File: src/rtl/hbridge_drive.sv
// -----------------------------------------------------------------------------
// hbridge_drive
//
// Output stage between the rover's turn/drive command logic and the motor
// H-bridge pins. Converts a 4-bit direction pattern plus an 8-bit duty into
// IN1..IN4 and a shared PWM enable for both motors. It also:
//   - coasts the bridge (all IN=0, EN=0) for DEAD_CYCLES on a pattern change,
//   - latches a sticky fault on any shoot-through pattern (a leg pair of 11),
//   - stops the rover if no command arrives within WDOG_CYCLES.
//
// Ports
//   clock         in   1  system clock
//   reset         in   1  synchronous reset, active-low (0 = reset)
//   cmd           in   4  [3:2] motor A IN1/IN2, [1:0] motor B IN3/IN4
//   cmd_valid     in   1  cmd is sampled on a rising edge when 1
//   duty          in   8  PWM duty 0..255, latched at the start of a PWM period
//   hbridge_in    out  4  H-bridge IN1..IN4
//   en_a          out  1  PWM enable, motor A
//   en_b          out  1  PWM enable, motor B
//   busy          out  1  1 while coasting through dead time
//   fault         out  1  sticky illegal-pattern flag (cleared only by reset)
//   wdog_timeout  out  1  one-cycle pulse when the watchdog forces a stop
//
// All outputs are registered and reflect the state entered at the last edge.
// -----------------------------------------------------------------------------
module hbridge_drive #(
    parameter logic [27:0] DEAD_CYCLES = 28'd50000,
    parameter logic [27:0] WDOG_CYCLES = 28'd25000000,
    parameter logic [7:0]  PWM_DIV     = 8'd195
) (
    input  logic       clock,
    input  logic       reset,
    input  logic [3:0] cmd,
    input  logic       cmd_valid,
    input  logic [7:0] duty,
    output logic [3:0] hbridge_in,
    output logic       en_a,
    output logic       en_b,
    output logic       busy,
    output logic       fault,
    output logic       wdog_timeout
);

    typedef enum logic [1:0] {
        ST_IDLE  = 2'd0,
        ST_RUN   = 2'd1,
        ST_DEAD  = 2'd2,
        ST_FAULT = 2'd3
    } state_t;

    state_t      state_q, state_d;
    logic [3:0]  target_q, target_d;
    logic [27:0] dead_q, dead_d;
    logic [27:0] wdog_q, wdog_d;
    logic [7:0]  pre_q, pre_d;
    logic [7:0]  step_q, step_d;
    logic [7:0]  duty_lat_q, duty_lat_d;

    logic [3:0]  hb_q, hb_d;
    logic        en_q, en_d;
    logic        busy_q, busy_d;
    logic        fault_q, fault_d;
    logic        wdt_q, wdt_d;

    logic        illegal;
    logic        legal;
    logic        step_tick;
    logic        wdog_expire;
    logic        dead_done;

    // -------------------------------------------------------------------------
    // Command qualification and free-running PWM timebase
    // -------------------------------------------------------------------------
    always_comb begin
        // A leg pair of 11 would short that half-bridge (shoot-through).
        illegal    = cmd_valid && ((cmd[3:2] == 2'b11) || (cmd[1:0] == 2'b11));
        legal      = cmd_valid && !illegal;

        step_tick  = (pre_q == PWM_DIV - 8'd1);
        pre_d      = step_tick ? 8'd0 : pre_q + 8'd1;
        step_d     = step_tick ? step_q + 8'd1 : step_q;
        // Duty only changes as the step counter wraps to 0, so a period is
        // never cut short or stretched by a mid-period duty update.
        duty_lat_d = (step_tick && (step_q == 8'hFF)) ? duty : duty_lat_q;
    end

    // -------------------------------------------------------------------------
    // Next-state logic. Priority: illegal cmd > legal cmd > watchdog > dead time.
    // -------------------------------------------------------------------------
    always_comb begin
        // NOTE: every variable gets a default before any branch so that no
        // path leaves it unassigned; otherwise synthesis infers a latch.
        state_d     = state_q;
        target_d    = target_q;
        dead_d      = dead_q;
        wdog_d      = wdog_q;
        wdt_d       = 1'b0;
        wdog_expire = (wdog_q == WDOG_CYCLES - 28'd1);
        dead_done   = (dead_q == DEAD_CYCLES - 28'd1);

        if (illegal) begin
            state_d = ST_FAULT;
        end else begin
            unique case (state_q)
                ST_IDLE: begin
                    wdog_d = 28'd0;
                    if (legal && (cmd != 4'b0000)) begin
                        state_d  = ST_RUN;
                        target_d = cmd;
                    end
                end

                ST_RUN: begin
                    if (legal) begin
                        wdog_d = 28'd0;
                        if (cmd == 4'b0000) begin
                            state_d = ST_IDLE;
                        end else if (cmd != target_q) begin
                            state_d  = ST_DEAD;
                            target_d = cmd;
                            dead_d   = 28'd0;
                        end
                    end else if (wdog_expire) begin
                        state_d = ST_IDLE;
                        wdog_d  = 28'd0;
                        wdt_d   = 1'b1;
                    end else begin
                        wdog_d = wdog_q + 28'd1;
                    end
                end

                ST_DEAD: begin
                    if (legal) begin
                        wdog_d = 28'd0;
                        if (cmd == 4'b0000) begin
                            state_d = ST_IDLE;
                        end else begin
                            // Any new nonzero pattern re-arms the full coast.
                            target_d = cmd;
                            dead_d   = 28'd0;
                        end
                    end else if (wdog_expire) begin
                        state_d = ST_IDLE;
                        wdog_d  = 28'd0;
                        wdt_d   = 1'b1;
                    end else begin
                        wdog_d = wdog_q + 28'd1;
                        if (dead_done) begin
                            state_d = ST_RUN;
                        end else begin
                            dead_d = dead_q + 28'd1;
                        end
                    end
                end

                ST_FAULT: begin
                    state_d = ST_FAULT;
                end

                default: begin
                    state_d = ST_IDLE;
                end
            endcase
        end

        // Outputs are derived from the state being entered so they register
        // together with it: a cmd accepted at an edge is visible right after it.
        hb_d    = (state_d == ST_RUN) ? target_d : 4'b0000;
        en_d    = (state_d == ST_RUN) && (step_d < duty_lat_d);
        busy_d  = (state_d == ST_DEAD);
        fault_d = (state_d == ST_FAULT);
    end

    // -------------------------------------------------------------------------
    // Registers (synchronous active-low reset)
    // -------------------------------------------------------------------------
    always_ff @(posedge clock) begin
        // NOTE: sequential state uses non-blocking assignments so every flop
        // samples the pre-edge values regardless of statement order.
        if (!reset) begin
            state_q    <= ST_IDLE;
            target_q   <= 4'b0000;
            dead_q     <= 28'd0;
            wdog_q     <= 28'd0;
            pre_q      <= 8'd0;
            step_q     <= 8'd0;
            duty_lat_q <= 8'd0;
            hb_q       <= 4'b0000;
            en_q       <= 1'b0;
            busy_q     <= 1'b0;
            fault_q    <= 1'b0;
            wdt_q      <= 1'b0;
        end else begin
            state_q    <= state_d;
            target_q   <= target_d;
            dead_q     <= dead_d;
            wdog_q     <= wdog_d;
            pre_q      <= pre_d;
            step_q     <= step_d;
            duty_lat_q <= duty_lat_d;
            hb_q       <= hb_d;
            en_q       <= en_d;
            busy_q     <= busy_d;
            fault_q    <= fault_d;
            wdt_q      <= wdt_d;
        end
    end

    assign hbridge_in   = hb_q;
    assign en_a         = en_q;
    assign en_b         = en_q;
    assign busy         = busy_q;
    assign fault        = fault_q;
    assign wdog_timeout = wdt_q;

endmodule

File: config.mk
export PLATFORM = sky130hd
export DESIGN_NAME = hbridge_drive
export DESIGN_NICKNAME = d
export VERILOG_FILES = /design/src/rtl/hbridge_drive.sv
export SDC_FILE = /design/constraint.sdc
export NUM_CORES = 1
export LEC_CHECK = 0
export ABC_CLOCK_PERIOD_IN_PS = 3000
export CAP_MARGIN = 10
export CELL_PAD_IN_SITES_DETAIL_PLACEMENT = 0
export CELL_PAD_IN_SITES_GLOBAL_PLACEMENT = 1
export CORE_AREA = 4 4 95 133
export DETAILED_ROUTE_END_ITERATION = 10
export DIE_AREA = 0 0 99 137
export PLACE_DENSITY = 0.76
export SETUP_SLACK_MARGIN = 0.1
export SYNTH_ARGS = -nofsm -noshare
export SYNTH_HDL_FRONTEND = slang
export SYNTH_SLANG_ARGS = --single-unit
File: constraint.sdc
create_clock -name clock -period 3 [get_ports clock]
set_clock_uncertainty 0.2 [all_clocks]
set_input_delay 0.45 -clock clock [delete_from_list [all_inputs] [get_ports clock]]
set_output_delay 0.45 -clock clock [all_outputs]
set_load 0.02 [all_outputs]
==> results.yml, run 1 <==
timing:
  whs_ps: 261
  worstMarginPinSlew_ps: 484
  slew_viol_final: 0
  setup_ws_ps: 100
  rsz0062_at_grt: "true"
  fmaxAchievable_mhz: 345
  final_hold_viol_count: 0
  min_period_ps: 2900
  slew_headroom_pct: 67.5
  min_period_over_period_pct: 96.7
  setup_viol: 0
yosys:
  synth_area_mm2: 0.00471
  syn_inst: 539
  avgSynthCellArea_um2: 8.73
  synth_simple_gate_area_share_pct: 30.2
  synth_seq_area_share_pct: 40.0
  synth_top_area_share_pct: 40.0
  synth_mux_area_share_pct: 3.00
  synth_cell_type_count: 61
  netlist_top_cells_area: "dfxtp_1, nor2_1, xnor2_1"
  syn-num-nets: 570
  ys.flop_type: "dfxtp_1"
  synth-compound-area-share_pct: 7.84
  yosys_warnings: 0
  ys_ff_latch: 94
  synthAdderAreaFrac_pct: 4.25
  synth_top_area_cell: "dfxtp_1"
  synth_top_family_by_area: "simple AND/OR/NAND/NOR gates"
  synth_edf_count: 0
  yosysMostFrequentCell: "dfxtp_1"
  synth_common_cells: "dfxtp_1, nor2_1, nand2_1"
  synthArstFlopShare_pct: 0
  synthXorXnorAreaFrac_pct: 11.4
finish:
  nNetsFinal: 618
  syn_to_final_growth_pct: 18.4
  ff_latch_area_mm2: 0.00188
  fillers: 1086
  fin_util_pct: 49.1
  n_antenna_cell: 0
  drive_gt1_share_pct: 11.5
  multi_input_area_mm2: 0.00269
  final_area_mm2: 0.00557
setup_path:
  end_kind: "flop"
  critPathLaunchType: "flop"
  reg2reg_to: "en_a"
  path_class: "flop to flop"
  critPathMaxFanout: 3
  reg2reg_from: "pre_q[0]"
  cp.arrival_ps: 2970
  crit_required_ps: 3070
  r2r_slack_ps: 100
  ff2ff_path_depth: 11
power_and_ir_drop:
  leakage_nw: 2.05
  ir_worst_vdd_mv: 0.324
  power_density_mw_per_mm2: 508
routing:
  dr_wl_met3_um: 234
  firstDrtPassIters: 4
  viasPerCell: 5.26
  vias: 3870
  drt_iter0_drc: 129
  drcViolationCount: 0
  topRoutingLayerUsed: "met4"
  m1WireLength_mm: 4.40
  met2_length_mm: 5.43
  antenna_left: 0
  postRouteWirelength_mm: 10.3
  routedWlPerCell_um: 13.9
clock_network:
  path_clk_slew_ps: 70
  cts_buffers: 9
  cts_tree: "yes"
  cts_root_buffer: "clkbuf_16"
  h-tree-depth: 3
  cts_max_path_buffers: 2
  worstSkewPairLatency_ps: 350
  cts_sinks: 94
floorplanning:
  die_h_um: 137
  die_w_um: 99
  initial_core_util_pct: 41.5
  ios: 24
  dieArea_mm2: 0.0136
  rows: 46
  core_region_area_mm2: 0.0113
global_routing:
  track_usage_pct: 15.9
  antenna_found_initial: 0
  grt_pass1_wl_mm: 17.5
  overflow: 0
  grt_pass1_vias: 3856
  grt_start_max_net_pins: 22
hold_path:
  hold_end: "pre_q[7]"
  hold_depth: 2
  hp-class: "flop to flop"
  hp-start: "pre_q[7]"
placed_design:
  placed_cell_area_mm2: 0.00522
  pre_cts_slack_ps: -46.5
  dp_hpwl_mm: 7.60
  gp_congestion: 0.791
  numPortBuffers: 23
flow_run:
  maxCapViolations: 0
status:
  status: "completed"
-- timing repair --
| action | 4_1_cts | 5_1_grt |
|---|---|---|
| setup buffers | 4 | 3 |
| hold buffers | 0 | 0 |
| gates resized for setup | 5 | 2 |
| endpoints found under the setup margin | 1 | 3 |
| pin swaps | 6 | 1 |
-- critical path: stages, from the launching register on --
cell and delay, ps:
dfxtp_2 320, inv_1 50, ha_1 130, or3b_4 380, nor4_4 170, and2_4 200, nand4_4 100, mux2i_1 240
ha_1 280, a211o_1 270, or3_1 320, a211oi_2 170
-- metal layers --
metal	vias up	global-route usage, %
li1	1988	-
met1	1837	17.6
met2	33	29.3
met3	12	3.06
met4	0	6.91
met5	-	0
-- power breakdown --
part	switching [W]	internal [W]	leakage (nW)
Clock	0.000463	0.000563	0.124
Sequential	0.0000340	0.00128	0.760
Combinational	0.000290	0.000196	1.17
Total	0.000787	0.00204	2.05
-- cell usage in the layout (no fill, tap or decap), drive strengths merged, types with 5 or more instances in the layout --
cell,instances
a21oi,20
and2,13
and3,13
buf,30
clkbuf,13
clkdlybuf4s50,23
dfxtp,94
ha,16
inv,18
mux2i,13
nand2,36
nand2b,5
nand3,27
nand4,25
nor2,86
nor3,17
nor4,14
nor4b,5
o21ai,11
xnor2,34
xor2,27
-- logic make-up after synthesis --
group | after synthesis
AND/OR/NAND/NOR | 265
adder cells (fa/ha/maj) | 16
AO/OA/AOI/OAI | 54
multiplexers | 14
XOR/XNOR | 61
flip-flops | 94
buffers and inverters | 35
-- registers in the layout, indices dropped and copies added (netlist names) --
name and cells:
dead_q 28, wdog_q 28, duty_lat_q 8, pre_q 8, step_q 8, hbridge_in 4, target_q 4, state_q 2
busy 1, en_a 1, fault 1, wdog_timeout 1
-- area by class of cell --
class                           count  share of cell area (%)
Inverter                           19                    1.28
Timing Repair Buffer               53                    8.69
Tap cell                          144                    3.23
Multi-Input combinational cell    410                    48.3
Clock buffer                       13                    4.31
Clock inverter                      3                   0.382
Sequential cell                    94                    33.8
-- through the flow --
step	instances	setup TNS, ps	power, W
floorplan	539	-134	0.00166
global placement	713	0	0.00182
detailed placement	713	-46.5	0.00183
CTS	733	0	0.00287
global route	736	-61.1	0.00297
finish	736	0	0.00283
-- worst max-delay path by stage --
stage / start / end / slack [ps] / cells after the start
3_3_place_gp: pre_q[0] / en_a / 60 / 11
2_1_floorplan: pre_q[0] / en_a / -130 / 11
3_5_place_dp: pre_q[1] / en_a / -50 / 13
5_1_grt: pre_q[0] / en_a / -60 / 11
6_report: pre_q[0] / en_a / 100 / 11
4_1_cts: pre_q[0] / en_a / 80 / 11
Power figures use the tool's default switching activity.
==> run 2, diff against run 1 <==
--- a/config.mk
+++ b/config.mk
@@ -9,9 +9,9 @@
 export CAP_MARGIN = 10
 export CELL_PAD_IN_SITES_DETAIL_PLACEMENT = 0
 export CELL_PAD_IN_SITES_GLOBAL_PLACEMENT = 1
-export CORE_AREA = 4 4 95 133
+export CORE_AREA = 4 4 80 157
 export DETAILED_ROUTE_END_ITERATION = 10
-export DIE_AREA = 0 0 99 137
+export DIE_AREA = 0 0 84 161
 export PLACE_DENSITY = 0.76
 export SETUP_SLACK_MARGIN = 0.1
 export SYNTH_ARGS = -nofsm -noshare
==> results.yml, run 2 (synthesis results as in run 1) <==
floorplanning:
  dieArea_mm2: 0.0135
  rows: 55
  ios: 24
  initial_core_util_pct: 41.7
  core_region_area_mm2: 0.0113
  die_h_um: 161
  die_w_um: 84
status:
  status: "completed"
finish:
  drive_gt1_share_pct: 12.9
  n_antenna_cell: 0
  nNetsFinal: 623
  fin_util_pct: 49.8
  final_cell_mix: "dfxtp_1, nor2_1, nand2_1"
  syn_to_final_growth_pct: 19.5
  reg_top3: "dead_q x28, wdog_q x28"
  layout_commonest_cell: "dfxtp_1"
  final_area_mm2: 0.00563
hold_path:
  hold_end: "pre_q[7]"
  hp-class: "flop to flop"
  hp-start: "pre_q[7]"
  hold_depth: 2
placed_design:
  dp_hpwl_mm: 8.58
  gp_congestion: 0.827
  numPortBuffers: 23
  placed_cell_area_mm2: 0.00524
timing:
  slew_viol_final: 0
  min_period_ps: 2910
  fmaxAchievable_mhz: 343
  final_hold_viol_count: 0
  slew_headroom_pct: 61.2
  min_period_over_period_pct: 97.1
  worstMarginPinSlew_ps: 579
  setup_viol: 0
  rsz0062_at_grt: "true"
setup_path:
  cp.arrival_ps: 2990
  slowest_stage: "or3b_4"
  path_cells: "inv_1, ha_1, or3b_4, nor4_4, and2_4, nand4_4, buf_6, mux2i_1, ha_2, a211o_1, or3_1, a211oi_2"
  critPathLaunchType: "flop"
  path_class: "flop to flop"
  critPathMaxFanout: 7
  ff2ff_path_depth: 12
  crit_required_ps: 3080
  end_kind: "flop"
  reg2reg_from: "pre_q[0]"
  max_stage_delay_ps: 380
  r2r_slack_ps: 90
  reg2reg_to: "en_a"
clock_network:
  cts_sinks: 94
  h-tree-depth: 3
  path_clk_slew_ps: 70
  cts_tree: "yes"
  hold_buffers: 0
  cts_root_buffer: "clkbuf_16"
  worstSkewPairLatency_ps: 350
  cts_buffers: 9
  cts_max_path_buffers: 2
global_routing:
  antenna_found_initial: 0
  grt_start_max_net_pins: 22
  grt_pass1_wl_mm: 19.3
  overflow: 0
  grt_pass1_vias: 4070
  track_usage_pct: 17.7
routing:
  postRouteWirelength_mm: 11.2
  firstDrtPassIters: 4
  viasPerCell: 5.34
  vias: 3944
  routedWlPerCell_um: 15.2
  drcViolationCount: 0
  antenna_left: 0
  drt_iter0_drc: 169
power_and_ir_drop:
  power_density_mw_per_mm2: 521
  ir_worst_vdd_mv: 0.301
  leakage_nw: 2.10
flow_run:
  maxCapViolations: 0
## run 2: per-layer routing
metal  vias to the layer above  track usage, %  share of wire (%)
li1                       1997               -                  -
met2                        54            35.3                 58
met3                        27            3.22                1.9
met1                      1866            17.1                 37
met4                         0            7.76                2.6
met5                         -               0                  0
## run 2: layout make-up
type | instances | area, um^2
inverter | 19 | 71.3
multi-input combinational | 410 | 2680
clock buffer | 9 | 225
tap | 142 | 178
sequential | 94 | 1880
timing repair buffer | 58 | 522
fill | 1114 | 5660
clock inverter | 7 | 62.6
## run 2: power breakdown
part / switching, W / leakage, nW / internal, W
combinational: 0.000298 / 1.19 / 0.000205
sequential: 0.0000327 / 0.759 / 0.00128
clock: 0.000528 / 0.145 / 0.000583
## run 2: worst max-delay path, delay by kind of cell (launching register included)
| family | cells | cell delay [ps] |
|---|---|---|
| adders and majority gates | 2 | 340 |
| DFF | 1 | 320 |
| muxes | 1 | 150 |
| buffers and inverters | 2 | 210 |
| and+or+nand+nor | 5 | 1160 |
| AOI/OAI and AO/OA | 2 | 470 |
## run 2: timing repair
| action | in CTS | in global routing |
|---|---|---|
| setup endpoints to repair | 1 | 2 |
| buffers inserted | 9 | 2 |
| resized for setup | 2 | 3 |
| pin swaps | 5 | 2 |
## run 2: how the worst max path moves through the flow
stage	startpoint	endpoint	slack [ps]	cells past startpoint
after CTS	pre_q[0]	en_a	90	12
final	pre_q[0]	en_a	90	12
after global placement	pre_q[0]	en_a	50	14
after detailed placement	pre_q[0]	en_a	-20	12
after global routing	pre_q[0]	en_a	30	15
after floorplan	pre_q[0]	en_a	-130	11
## run 2: metrics by stage
| step | TNS [ps] | worst slack [ps] | instances | hold WS (ps) | total power [W] |
|---|---|---|---|---|---|
| floorplan | -134 | -134 | 539 | 206 | 0.00166 |
| global placement | 0 | 53.1 | 712 | 254 | 0.00184 |
| detailed placement | -20.0 | -20.0 | 712 | 255 | 0.00185 |
| CTS | 0 | 90.6 | 737 | 265 | 0.00296 |
| global route | 0 | 25.7 | 739 | 295 | 0.00309 |
| finish | 0 | 88.0 | 739 | 262 | 0.00293 |
==> variant 1, RTL diff (config.mk and constraints of run 2) <==
Encoding of `state_t`: now one-hot (4 bits for 4 states).
--- a/src/rtl/hbridge_drive.sv
+++ b/src/rtl/hbridge_drive.sv
@@ -43,7 +43,7 @@
 
-    typedef enum logic [1:0] {
-        ST_IDLE  = 2'd0,
-        ST_RUN   = 2'd1,
-        ST_DEAD  = 2'd2,
-        ST_FAULT = 2'd3
+    typedef enum logic [3:0] {
+        ST_IDLE  = 4'b0001,
+        ST_RUN   = 4'b0010,
+        ST_DEAD  = 4'b0100,
+        ST_FAULT = 4'b1000
     } state_t;
Behaviour: same outputs for any inputs over 4 cycles, from zero or initial values and one cycle with reset low; so few cycles prove little.
==> variant 1 against run 2 <==
- area after synthesis is 4.9% higher
- routed wire length rose by 8.9%
- first-iteration DRC count is 3.0% lower
- final area increased by 2.8%
- sequential cell count grew 2
- synthesized cell count is 7.1% higher
- worst setup slack gained 0.095 ns
- sequential share of layout area is 0.25 points lower
- largest cell class unchanged
Power is not compared: it rests on default switching activity, and its combinational part moved more than twofold at a synthesized area within 25%.
==> variant 1: results <==
set metrics [dict create \
    status "complete, no violations" \
    grt_pass1_wl_um 20620 \
    fill_cells 1105 \
    route.vias.total 4336 \
    postCtsSetupRepairBufs 0 \
    fin_util_pct 51.25 \
    ys_top_cells_by_count "dfxtp_1, nor2_1, nand2_1" \
    min_path_cells 1 \
    antenna_found_initial 0 \
    async_flop_share_pct 0 \
    crit_path_top_delay_cell "or4b_1" \
    ir_drop_mv 0.2804 \
    dp.cells 739 \
    powerDensity_mw_per_mm2 457.7 \
    h-tree-depth 3 \
    r2r_slack_ns 0.18 \
    cp_max_fo 24 \
    max_stage_delay_ns 0.50 \
    ys_seq_area_share_pct 38.94 \
    grt_max_degree 50 \
    first_iter_violations 164 \
    synth_nets 604 \
    dp_worst_setup_slack_ns -0.09710 \
    grt_use_total_pct 18.67 \
    arrival_ns 2.84 \
    clock_latency_ns 0.34 \
    drive_above_1_share_pct 12.05 \
    grt.met2_usage_pct 37.71 \
    synth_area_leaders "dfxtp_1, nor2_1, mux2i_1" \
    ys_types 53 \
    totalWireLength_um 12240 \
    crit_path_start "wdog_q[10]" \
    cp-endpoint "dead_q[14]" \
    final_cells 756 \
    dp_hpwl_um 9241 \
    p_leak_nw 2.041 \
    reg2reg_depth 8 \
    post-route-period-util_pct 93.91 \
    synthCells 577 \
    slew_headroom_pct 61.51 \
    holdPathEnd "pre_q[0]" \
    finalNetCount 636 \
    place_area_mm2 0.005425 \
    whs_ns 0.2813 \
    portBuffers 23 \
    hp-class "reg2reg" \
    top_regs "dead_q (28), wdog_q (28)" \
    use_met1_pct 17.96 \
    gp_congestion 0.8967 \
    first_global_vias 4442 \
    min_from "pre_q[0]" \
    antenna_left 0 \
    grt_util_met3_pct 2.399 \
    drtPass1Iterations 6 \
]
==> variant 1: what timing repair did <==
| item | 4_1_cts | 5_1_grt |
|---|---|---|
| pin swaps | 0 | 0 |
| cloned | 0 | 1 |
| hold buffers | 0 | 0 |
| setup endpoints to repair | 1 | 36 |
| gates resized for setup | 2 | 5 |
==> variant 1: final cells by class <==
| class | instances | area share (%) |
|---|---|---|
| timing repair buffer | 50 | 8.436 |
| multi-input combinational | 442 | 49.30 |
| tap | 142 | 3.072 |
| clock inverter | 6 | 1.190 |
| sequential | 96 | 33.23 |
| clock buffer | 10 | 4.132 |
| inverter | 10 | 0.6489 |
==> variant 1: metal layers <==
metal  part of all wire, %  vias to the layer above
met1                    37                     2074
met5                     0                        -
met2                    58                       74
li1                      -                     2164
met3                   2.6                       24
met4                   3.2                        0
==> variant 1: cell families after synthesis <==
group,count (synthesis),synth area share (%)
buf+inv,39,3.904
xor+xnor,35,6.210
mux,19,3.878
fa+ha+maj,12,3.042
flops,96,38.94
compound gates,95,14.09
simple gates,281,29.94
==> variant 2, RTL diff (config.mk and constraints of run 2) <==
Made on the original files. Change the parameter `PWM_DIV` from 8'd195 to 8'd97.
--- a/src/rtl/hbridge_drive.sv
+++ b/src/rtl/hbridge_drive.sv
@@ -28,3 +28,3 @@
     parameter logic [27:0] WDOG_CYCLES = 28'd25000000,
-    parameter logic [7:0]  PWM_DIV     = 8'd195
+    parameter logic [7:0]  PWM_DIV     = 8'd97
 ) (
Check against the original RTL: no difference found for any inputs over 4 cycles, from zero or initial values and one cycle with reset low; that may be too few to reach the edited logic, so the function may still have changed.
==> variant 2 against run 2 <==
- the run now ends with negative setup slack left
- count of clock-buffer cells in the layout rose by 1
- routed wire length increased by 13%
- non-clock buffer count increased by 30
- sequential cell count unchanged
- worst setup slack lost 0.18 ns
- final area up 7.3%
- area after synthesis grew 4.3%
- total power down 5.2%
- largest cell class unchanged
==> variant 2: results <==
set metrics [dict create \
    timing.setup.tns_ns -0.08740 \
    grt_use_total_pct 19.13 \
    grt_max_degree 26 \
    grt_pass1_wl_um 21110 \
    arrival_ns 3.16 \
    drive_above_1_share_pct 17.24 \
    crit_path_top_delay_cell "or4b_4" \
    p_leak_nw 2.226 \
    start_util_pct 43.47 \
    gp_congestion 0.8811 \
    reg2reg_depth 13 \
    worst_slew_pin_slew_ns 0.9117 \
    fill_cells 1077 \
    ys_types 69 \
    finalNetCount 664 \
    first_global_vias 4508 \
    routedWlPerCell_um 16.24 \
    max_stage_delay_ns 0.47 \
    dp_hpwl_um 9713 \
    ir_drop_mv 0.3376 \
    violations "negative setup slack" \
    status "finished, violations left" \
    place_area_mm2 0.005712 \
    ys_seq_area_share_pct 38.36 \
    cp_max_fo 4 \
    worst_slack_ns -0.08740 \
    synth_area_leaders "dfxtp_1, nor2_1, ha_1" \
    synth_nets 582 \
    clock_latency_ns 0.35 \
    ys_top_cells_by_count "dfxtp_1, nor2_1, nand2_1" \
    viasPerCell 5.645 \
    first_iter_violations 184 \
    setup_violations 1 \
    drc 0 \
]
## variant 2: timing repair
item                                    in CTS  in global routing
cloned                                       0                  0
resized for setup                            2                  2
endpoints found under the setup margin       1                  1
pin swaps                                    7                  5
setup buffers                                2                  1
## variant 2: logic make-up after synthesis
| kind of cell | Yosys count | share of synthesized area [%] |
|---|---|---|
| simple gates | 248 | 28.21 |
| buf+inv | 33 | 3.239 |
| flops | 94 | 38.36 |
| mux | 16 | 3.290 |
| xor+xnor | 41 | 7.320 |
| fa+ha+maj | 16 | 4.081 |
| compound gates | 103 | 15.51 |
## variant 2: worst paths after layout
check	start	end
worst max-delay path	pre_q[0]	en_a
worst min-delay path	pre_q[6]	pre_q[6]
worst max register to register	pre_q[0]	en_a
worst min register to register	pre_q[6]	pre_q[6]
## variant 2: per-stage QoR
| step | hold slack [ns] | power [mW] | util [%] | worst slack, ns | cells |
|---|---|---|---|---|---|
| final | 0.2695 | 2.777 | 53.49 | -0.08740 | 780 |
| after global routing | 0.3319 | 2.889 | 53.49 | -0.2472 | 780 |
| after CTS | 0.2736 | 2.804 | 53.33 | -0.1137 | 779 |
| after detailed placement | 0.2640 | 1.711 | 50.61 | -0.1687 | 761 |
| after global placement | 0.2545 | 1.706 | 50.61 | -0.06227 | 761 |
| after floorplan | 0.2397 | 1.530 | - | -0.04049 | 551 |
## variant 2: final cells by class
class                           count  area [um^2]  share of cell area [%]
Clock inverter                      6        45.04                  0.7461
Sequential cell                    94         1882                   31.17
Timing Repair Buffer               88        743.2                   12.31
Multi-Input combinational cell    424         2890                   47.88
Clock buffer                       10        239.0                   3.959
Inverter                           16        60.06                  0.9948
Tap cell                          142        177.7                   2.943
## variant 2: metal layers
| metal | up-vias | wire (um) | GRT usage (%) |
|---|---|---|---|
| met2 | 70 | 7100 | 37.38 |
| met1 | 2103 | 4859 | 19.27 |
| li1 | 2200 | - | - |
| met4 | 0 | 432 | 9.444 |
| met5 | - | 0 | 0 |
| met3 | 30 | 277 | 2.552 |
## variant 2: report_power, final
part / switching (mW) / internal, mW
registers: 0.0184 / 1.27
clock network: 0.505 / 0.587
logic: 0.221 / 0.177
## variant 2: worst max-delay path, delay by kind of cell, from the launching register on
family	cells	cell delay (ns)
adders and majority gates	2	0.43
DFF	1	0.31
and+or+nand+nor	6	1.38
buffers and inverters	3	0.31
AOI/OAI and AO/OA	1	0.19
xor gates and xnor gates	1	0.19
